[config.mk]
export PLATFORM = sky130hd
export DESIGN_NAME = align_ctrl
export DESIGN_NICKNAME = d
export VERILOG_FILES = /design/src/rtl/align_ctrl.sv
export SDC_FILE = /design/constraint.sdc
export NUM_CORES = 1
export LEC_CHECK = 0
export BUFFER_PORTS_ARGS = -buffer_cell sky130_fd_sc_hd__buf_2
export CELL_PAD_IN_SITES_DETAIL_PLACEMENT = 0
export CELL_PAD_IN_SITES_GLOBAL_PLACEMENT = 1
export CORE_MARGIN = 4
export CORE_UTILIZATION = 46
export CTS_BUF_LIST = sky130_fd_sc_hd__clkbuf_4
export DETAILED_ROUTE_END_ITERATION = 8
export HOLD_SLACK_MARGIN = 0.05
export PLACE_DENSITY_LB_ADDON = 0.1
export SETUP_SLACK_MARGIN = 0.02
export SLEW_MARGIN = 15
export SYNTH_ARGS = -nofsm -noshare
export SYNTH_HDL_FRONTEND = slang
export SYNTH_SLANG_ARGS = --single-unit
[constraint.sdc]
create_clock -name CLK -period 2.55 [get_ports CLK]
set_clock_uncertainty 0.1 [all_clocks]
set_input_delay 0.1275 -clock CLK [delete_from_list [all_inputs] [get_ports CLK]]
set_output_delay 0.1275 -clock CLK [all_outputs]
set_load 0.05 [all_outputs]
[src/rtl/align_ctrl.sv]
// align_ctrl: word-alignment controller for a deserializing receiver.
// It watches comparator results and issues bitslip pulses until CHECK
// consecutive matching words are seen, then holds lock. While locked it
// tracks errors, and it realigns after ERR_LIMIT consecutive mismatches.
// It gives up (O_FAIL) after 2*WIDTH slips without reaching lock.
//
// Ports:
//   CLK        - sole clock, rising edge
//   RST        - asynchronous active-high reset
//   I_START    - level request to begin/restart alignment (IDLE/FAIL only)
//   I_VALID    - comparator strobe qualifying I_MATCH
//   I_MATCH    - 1 = received word equals expected word
//   O_BITSLIP  - one-cycle bitslip pulse to the deserializer
//   O_LOCKED   - alignment achieved and held
//   O_FAIL     - alignment abandoned after the try limit
//   O_SLIP_CNT - bitslips since last start, modulo WIDTH
//   O_ERR_CNT  - mismatches seen while locked, saturating
module align_ctrl #(
  parameter int unsigned WIDTH     = 8,
  parameter int unsigned SETTLE    = 4,
  parameter int unsigned CHECK     = 16,
  parameter int unsigned ERR_LIMIT = 4
) (
  input  logic        CLK,
  input  logic        RST,
  input  logic        I_START,
  input  logic        I_VALID,
  input  logic        I_MATCH,
  output logic        O_BITSLIP,
  output logic        O_LOCKED,
  output logic        O_FAIL,
  output logic [3:0]  O_SLIP_CNT,
  output logic [15:0] O_ERR_CNT
);

  localparam int unsigned MRW = $clog2(CHECK + 1);
  localparam int unsigned ERW = $clog2(ERR_LIMIT + 1);
  localparam int unsigned STW = (SETTLE > 1) ? $clog2(SETTLE) : 1;
  localparam int unsigned TRW = $clog2(2 * WIDTH + 1);

  typedef enum logic [2:0] {
    ST_IDLE,
    ST_CHECK,
    ST_SLIP,
    ST_SETTLE,
    ST_LOCKED,
    ST_FAIL
  } state_e;

  state_e           state_q, state_d;
  logic [MRW-1:0]   match_run_q, match_run_d;
  logic [ERW-1:0]   err_run_q, err_run_d;
  logic [STW-1:0]   settle_cnt_q, settle_cnt_d;
  logic [TRW-1:0]   tries_q, tries_d;
  logic [3:0]       slip_cnt_q, slip_cnt_d;
  logic [15:0]      err_cnt_q, err_cnt_d;
  logic             bitslip_q, bitslip_d;
  logic             locked_q, locked_d;
  logic             fail_q, fail_d;

  always_comb begin
    state_d      = state_q;
    match_run_d  = match_run_q;
    err_run_d    = err_run_q;
    settle_cnt_d = settle_cnt_q;
    tries_d      = tries_q;
    slip_cnt_d   = slip_cnt_q;
    err_cnt_d    = err_cnt_q;

    unique case (state_q)
      ST_IDLE, ST_FAIL: begin
        if (I_START) begin
          slip_cnt_d  = '0;
          tries_d     = '0;
          match_run_d = '0;
          err_run_d   = '0;
          err_cnt_d   = '0;
          state_d     = ST_CHECK;
        end
      end

      ST_CHECK: begin
        if (I_VALID) begin
          // A mismatch always wins; the lock test only runs on a match.
          if (!I_MATCH) begin
            match_run_d = '0;
            if (tries_q < TRW'(2 * WIDTH)) begin
              state_d = ST_SLIP;
            end else begin
              state_d = ST_FAIL;
            end
          end else if (match_run_q == MRW'(CHECK - 1)) begin
            match_run_d = MRW'(CHECK);
            state_d     = ST_LOCKED;
          end else begin
            match_run_d = match_run_q + 1'b1;
          end
        end
      end

      ST_SLIP: begin
        slip_cnt_d   = (slip_cnt_q == 4'(WIDTH - 1)) ? '0 : slip_cnt_q + 4'd1;
        tries_d      = tries_q + 1'b1;
        settle_cnt_d = '0;
        state_d      = ST_SETTLE;
      end

      ST_SETTLE: begin
        if (settle_cnt_q == STW'(SETTLE - 1)) begin
          match_run_d = '0;
          state_d     = ST_CHECK;
        end else begin
          settle_cnt_d = settle_cnt_q + 1'b1;
        end
      end

      ST_LOCKED: begin
        if (I_VALID) begin
          if (!I_MATCH) begin
            if (err_cnt_q != '1) begin
              err_cnt_d = err_cnt_q + 16'd1;
            end
            if (err_run_q == ERW'(ERR_LIMIT - 1)) begin
              // Realignment restarts the try budget; the error total is kept.
              err_run_d = '0;
              tries_d   = '0;
              state_d   = ST_SLIP;
            end else begin
              err_run_d = err_run_q + 1'b1;
            end
          end else begin
            err_run_d = '0;
          end
        end
      end

      default: state_d = ST_IDLE;
    endcase
  end

  // Flags are decoded from the next state so they are registered and line
  // up exactly with the state they describe.
  always_comb begin
    bitslip_d = (state_d == ST_SLIP);
    locked_d  = (state_d == ST_LOCKED);
    fail_d    = (state_d == ST_FAIL);
  end

  always_ff @(posedge CLK or posedge RST) begin
    if (RST) begin
      state_q      <= ST_IDLE;
      match_run_q  <= '0;
      err_run_q    <= '0;
      settle_cnt_q <= '0;
      tries_q      <= '0;
      slip_cnt_q   <= '0;
      err_cnt_q    <= '0;
      bitslip_q    <= 1'b0;
      locked_q     <= 1'b0;
      fail_q       <= 1'b0;
    end else begin
      state_q      <= state_d;
      match_run_q  <= match_run_d;
      err_run_q    <= err_run_d;
      settle_cnt_q <= settle_cnt_d;
      tries_q      <= tries_d;
      slip_cnt_q   <= slip_cnt_d;
      err_cnt_q    <= err_cnt_d;
      bitslip_q    <= bitslip_d;
      locked_q     <= locked_d;
      fail_q       <= fail_d;
    end
  end

  assign O_BITSLIP  = bitslip_q;
  assign O_LOCKED   = locked_q;
  assign O_FAIL     = fail_q;
  assign O_SLIP_CNT = slip_cnt_q;
  assign O_ERR_CNT  = err_cnt_q;

endmodule
-- Word-level counts from Yosys, hierarchy flattened
Cells that the tools add are included.
- register bits after elaboration: 41
- output and inout bits: 23
- logic and storage cells: 86
- add/sub/neg operators: 6
- magnitude comparators: 1
- equal/unequal tests: 21
- multiplexer cells: 35
- reductions and logical operators: 13
- operator list (kind ; count):
    16-bit 2-to-1 mux ; 4
    5-bit 2-to-1 mux ; 8
    3-bit 2-to-1 mux ; 13
    16-bit case mux with 2 select lines ; 1
    5-bit case mux with 3 select lines ; 2
    16-bit by 1-bit adder with 16-bit output (second input constant) ; 1
    16-bit inequality test (second input constant) ; 1
    2-bit inequality test (second input constant) ; 8
    3-bit case mux with 5 select lines ; 1
    3-bit by 2-bit equality test with 1-bit output (second input constant) ; 4
    3-bit equality test (second input constant) ; 4
    5-bit by 1-bit adder with 5-bit output (second input constant) ; 2
    5-bit AND reduction ; 2
    4-bit 2-to-1 mux ; 2
    4-bit case mux with 2 select lines ; 1
    3-bit case mux with 2 select lines ; 1
    2-bit nonzero test ; 3
    3-bit nonzero test ; 2
    5-bit by 4-bit equality test with 1-bit output (second input constant) ; 1
    5-bit < comparator (second input constant) ; 1
    4-bit by 1-bit adder with 4-bit output (second input constant) ; 1
    4-bit by 3-bit equality test with 1-bit output (second input constant) ; 1
    2-bit case mux with 2 select lines ; 1
    2-bit AND reduction ; 2
    9 further kinds ; 9

-- Longest topological paths before layout
- depth after elaboration: 6
- depth in mapped cells: 7
- depth with buffers taken out: 6

-- Worst setup path after synthesis
No wires, ideal clock.
- path kind: reg-to-reg
- start: register err_cnt_q[0] (netlist: O_ERR_CNT[0])
- end: register err_cnt_q[10] (netlist: O_ERR_CNT[10])
- setup time: 120 ps
- arrival time: 2214 ps
- required time: 2330 ps
- slack: 117 ps
- stages on the path, launching flop included: 8
- period minus slack after synthesis: 2433 ps
- cells stage by stage: dfrtp_1 ha_1 nand3_1 a2111oi_0 and3b_1 clkbuf_1 a21oi_1 a31o_1
- word-level cells in the longest chain between the ends: 5
- ends and longest elaborated chain (element ; line ; RTL):
    from (decl) ; 56 ; logic [15:0] err_cnt_q, err_cnt_d;
    from (signal assigned) ; 168 ; err_cnt_q <= err_cnt_d;
    16-bit by 1-bit adder with 16-bit output ; 121 ; err_cnt_d = err_cnt_q + 16'd1;
    16-bit 2-to-1 mux ; 120 ; if (err_cnt_q != '1) begin
    16-bit 2-to-1 mux ; 119 ; if (!I_MATCH) begin
    16-bit 2-to-1 mux ; 118 ; if (I_VALID) begin
    16-bit case mux with 2 select lines ; 70 ; unique case (state_q)
Parallel ways exist; a longest one is shown, timed or not. The select of a mux whose other input is x is not followed.
A chain may end at the register's enable or synchronous reset.

-- Final worst setup path
- start: register state_q[0]
- end: register err_cnt_q[3] (netlist: O_ERR_CNT[3])
- word-level cells in the longest chain between the ends: 4
- ends and longest elaborated chain (element ; line ; RTL):
    from (decl) ; 50 ; state_e state_q, state_d;
    from (signal assigned) ; 162 ; state_q <= state_d;
    3-bit equality test / 3-bit zero test (equally long branches) ; 70 ;
    2-bit OR reduction ; 70 ;
    2-bit inequality test (no source line) / 2-bit nonzero test (equally long branches) ; -- ;
    5-bit AND reduction (no source line) ; -- ;
Parallel ways exist; a longest one is shown, timed or not.

==> results.toml <==
[drt]
viasPerCell = 5.504
ant_nets = 0
vias = 1932
dr.pass1.iters = 4
routed_wl_um = 4997
wire_per_inst_um = 14.24
drc_errors = 0
drtIter0Drc = 45

[global_routing]
antenna_found_initial = 0
globalRouteTotalUtil = 0.1806
grt_pass1_vias = 1873
grt_max_degree = 28
gr-total-overflow = 0
grt_pass1_wl_um = 8907

[worst_setup_path]
worst-r2r-cell-count = 6
critPathMaxStageDelay_ns = 0.47
critPathLaunchType = "flop"
path_depth = 6
endpoint = "O_ERR_CNT[3]$_DFFE_PP0P_"
r2r_slack_ns = 0.31
r2r_end = "O_ERR_CNT[3]$_DFFE_PP0P_"
crit_arrival_ns = 2.37
cp_slowest_cell = "or4_4"
worstSetupPathType = "flop to flop"
end_kind = "flop"
cp_data_required_time_ns = 2.68
path_max_fanout = 7
crit_family = "simple AND/OR/NAND/NOR gates"
crit_path_cell_trace = "or3b_1, or4_4, o41ai_4, buf_4, or3_1, a21oi_1"
critPathBufInv = 1
r2r_start = "state_q[0]$_DFF_PP0_"
crit_path_start = "state_q[0]$_DFF_PP0_"

[sta]
final.setup.tns_ns = 0
timing.final.crit_share = 0.8790
finalMaxSlewViolations = 0
worst_slew_pin_slew_ns = 0.6082
slew-limit-headroom = 0.5927
hold_viol_final = 0
layout_setup_ws_ns = 0.3085
setup_viol = 0
post-route-min-period_ns = 2.242
fmax_mhz = 446.1
grt_setup_unrepaired = "no"

[power_and_ir_drop]
power_switching_share = 0.4095
internal_power_mw = 1.174
ir_drop_mv = 0.5000
power.net_switching_mw = 0.8138
p_leak_nw = 1.217
p_comb_frac = 0.403
pwr-share-seq = 0.421
pwr-share-clk = 0.176
p_per_area_mw_per_mm2 = 757.4

[logic_synthesis]
synth_cells = 245
ys.flop_type = "dfrtp_1"
synthArstFlopShare = 1.000
ys_seq_area_frac = 0.4491
ys_warn_count = 0
synth_area_mm2 = 0.002285
synth.ff_latch_count = 41
yosysUniqueCellTypes = 52
synth_edf_count = 0
mappedNetlistNets = 257
postSynthAreaPerCell_um2 = 9.325

[clocking]
cts_setup_buffers = 0
tritoncts = "done"
clk_latency_ns = 0.35
ctsHtreeMaxLevel = 2
numClockSinks = 41
cts_resized = 0
clock_path_buffers = 2
hold_buffers = 2
clk_pin_slew_ns = 0.12
root_buffer = "clkbuf_4"
cts_made_buffers = 5

[die]
die_x_um = 78.48
dieArea_mm2 = 0.006158
boundaryPins = 28
fp-row-count = 25
core_area_mm2 = 0.004755
die_h_um = 78.48
start_util = 0.4805

[placed_design]
place.gp.congestion = 0.8215
io_buffers = 27
place_ws_ns = 0.3339
dp_hpwl_um = 3596

[finish]
drive_gt1_frac = 0.2007
final_common_cell = "dfrtp_1"
area_growth_pct = 14.84
antenna_cells = 0
layout_common_cells = "dfrtp_1 (41), nand2_1 (27), buf_2 (27), a21oi_1 (18), nor2_1 (17)"
nFillCells = 473
num-nets-final = 295

[hold_path]
min_path_type = "input pin to flop"

[flow_run]
maxCapViolations = 0

[run_status]
status = "complete, no violations"
[worst min-delay path by stage]
| stage | startpoint | endpoint | slack, ns | cells after the start |
|---|---|---|---|---|
| after floorplan | I_VALID | O_BITSLIP$_DFF_PP0_ | 0.23 | 2 |
| after global placement | RST | O_BITSLIP$_DFF_PP0_ | 0.10 | 2 |
| after detailed placement | RST | O_BITSLIP$_DFF_PP0_ | 0.11 | 2 |
| after CTS | I_MATCH | match_run_q[4]$_DFFE_PP0P_ | 0.10 | 3 |
| after global routing | I_MATCH | match_run_q[4]$_DFFE_PP0P_ | 0.12 | 3 |
| final | I_MATCH | state_q[2]$_DFF_PP0_ | 0.13 | 4 |
[synthesized netlist by cell type (all sizes together) (4+ instances only)]
library cell | n | area share
a31oi | 5 | 0.016
nand2b | 7 | 0.019
nand3 | 11 | 0.024
a21oi | 18 | 0.039
buf | 6 | 0.015
ha | 7 | 0.038
nor2 | 17 | 0.028
nand2 | 27 | 0.044
or3 | 5 | 0.014
o31ai | 6 | 0.020
nor2b | 4 | 0.011
dfrtp | 41 | 0.45
o21ai | 24 | 0.053
inv | 8 | 0.013
clkbuf | 4 | 0.0066
nor3 | 8 | 0.020
nand4 | 4 | 0.011
[worst min-delay path, cell delays in order]
cell and delay, ns:
buf_2 0.16, nand2b_1 0.09, a21oi_1 0.10, inv_1 0.07
[layer usage]
| metal | vias up | global-route usage | part of all wire |
|---|---|---|---|
| li1 | 979 | - | - |
| met1 | 921 | 0.2298 | 0.47 |
| met2 | 30 | 0.3065 | 0.49 |
| met3 | 2 | 0.03784 | 0.030 |
| met4 | 0 | 0.05769 | 0.0062 |
| met5 | - | 0 | 0 |
[power groups by stage]
stage	combinational [mW]	sequential [mW]	clock, mW
floorplan	0.498	0.940	0
finish	0.802	0.836	0.350
detailed placement	0.802	0.850	0
global route	0.896	0.855	0.393
global placement	0.798	0.845	0
CTS	0.808	0.836	0.364
[flip-flops by register name, indices dropped and copies added, names as in the netlist]
register,count
match_run_q,5
O_LOCKED,1
O_BITSLIP,1
O_FAIL,1
O_SLIP_CNT,4
state_q,3
settle_cnt_q,2
O_ERR_CNT,16
tries_q,5
err_run_q,3
[kinds of logic after synthesis]
family / share of synthesized area
simple gates: 0.2273
compound gates: 0.2278
flops: 0.4491
buf+inv: 0.03505
fa+ha+maj: 0.03833
mux: 0.01479
xor+xnor: 0.007668
[stage by stage]
stage          cell area (µm²)    util  hold WS [ns]  power [mW]  cells
3_3_place_gp              2544  0.5350        0.1039       1.643    341
2_1_floorplan             2285       -        0.2331       1.439    245
4_1_cts                   2624  0.5518        0.1016       2.008    351
6_report                  2624  0.5518        0.1270       1.987    351
5_1_grt                   2624  0.5518        0.1209       2.144    351
3_5_place_dp              2544  0.5350        0.1125       1.652    341
[layout make-up]
| type | count | area, µm² | area share |
|---|---|---|---|
| clock buffers | 8 | 60.06 | 0.02289 |
| inverters | 8 | 30.03 | 0.01144 |
| multi-input cells | 186 | 1179 | 0.4492 |
| flip-flops and latches | 41 | 1026 | 0.3910 |
| well taps | 67 | 83.83 | 0.03195 |
| repair buffers | 41 | 245.2 | 0.09347 |
(Power assumes the default switching activity.)
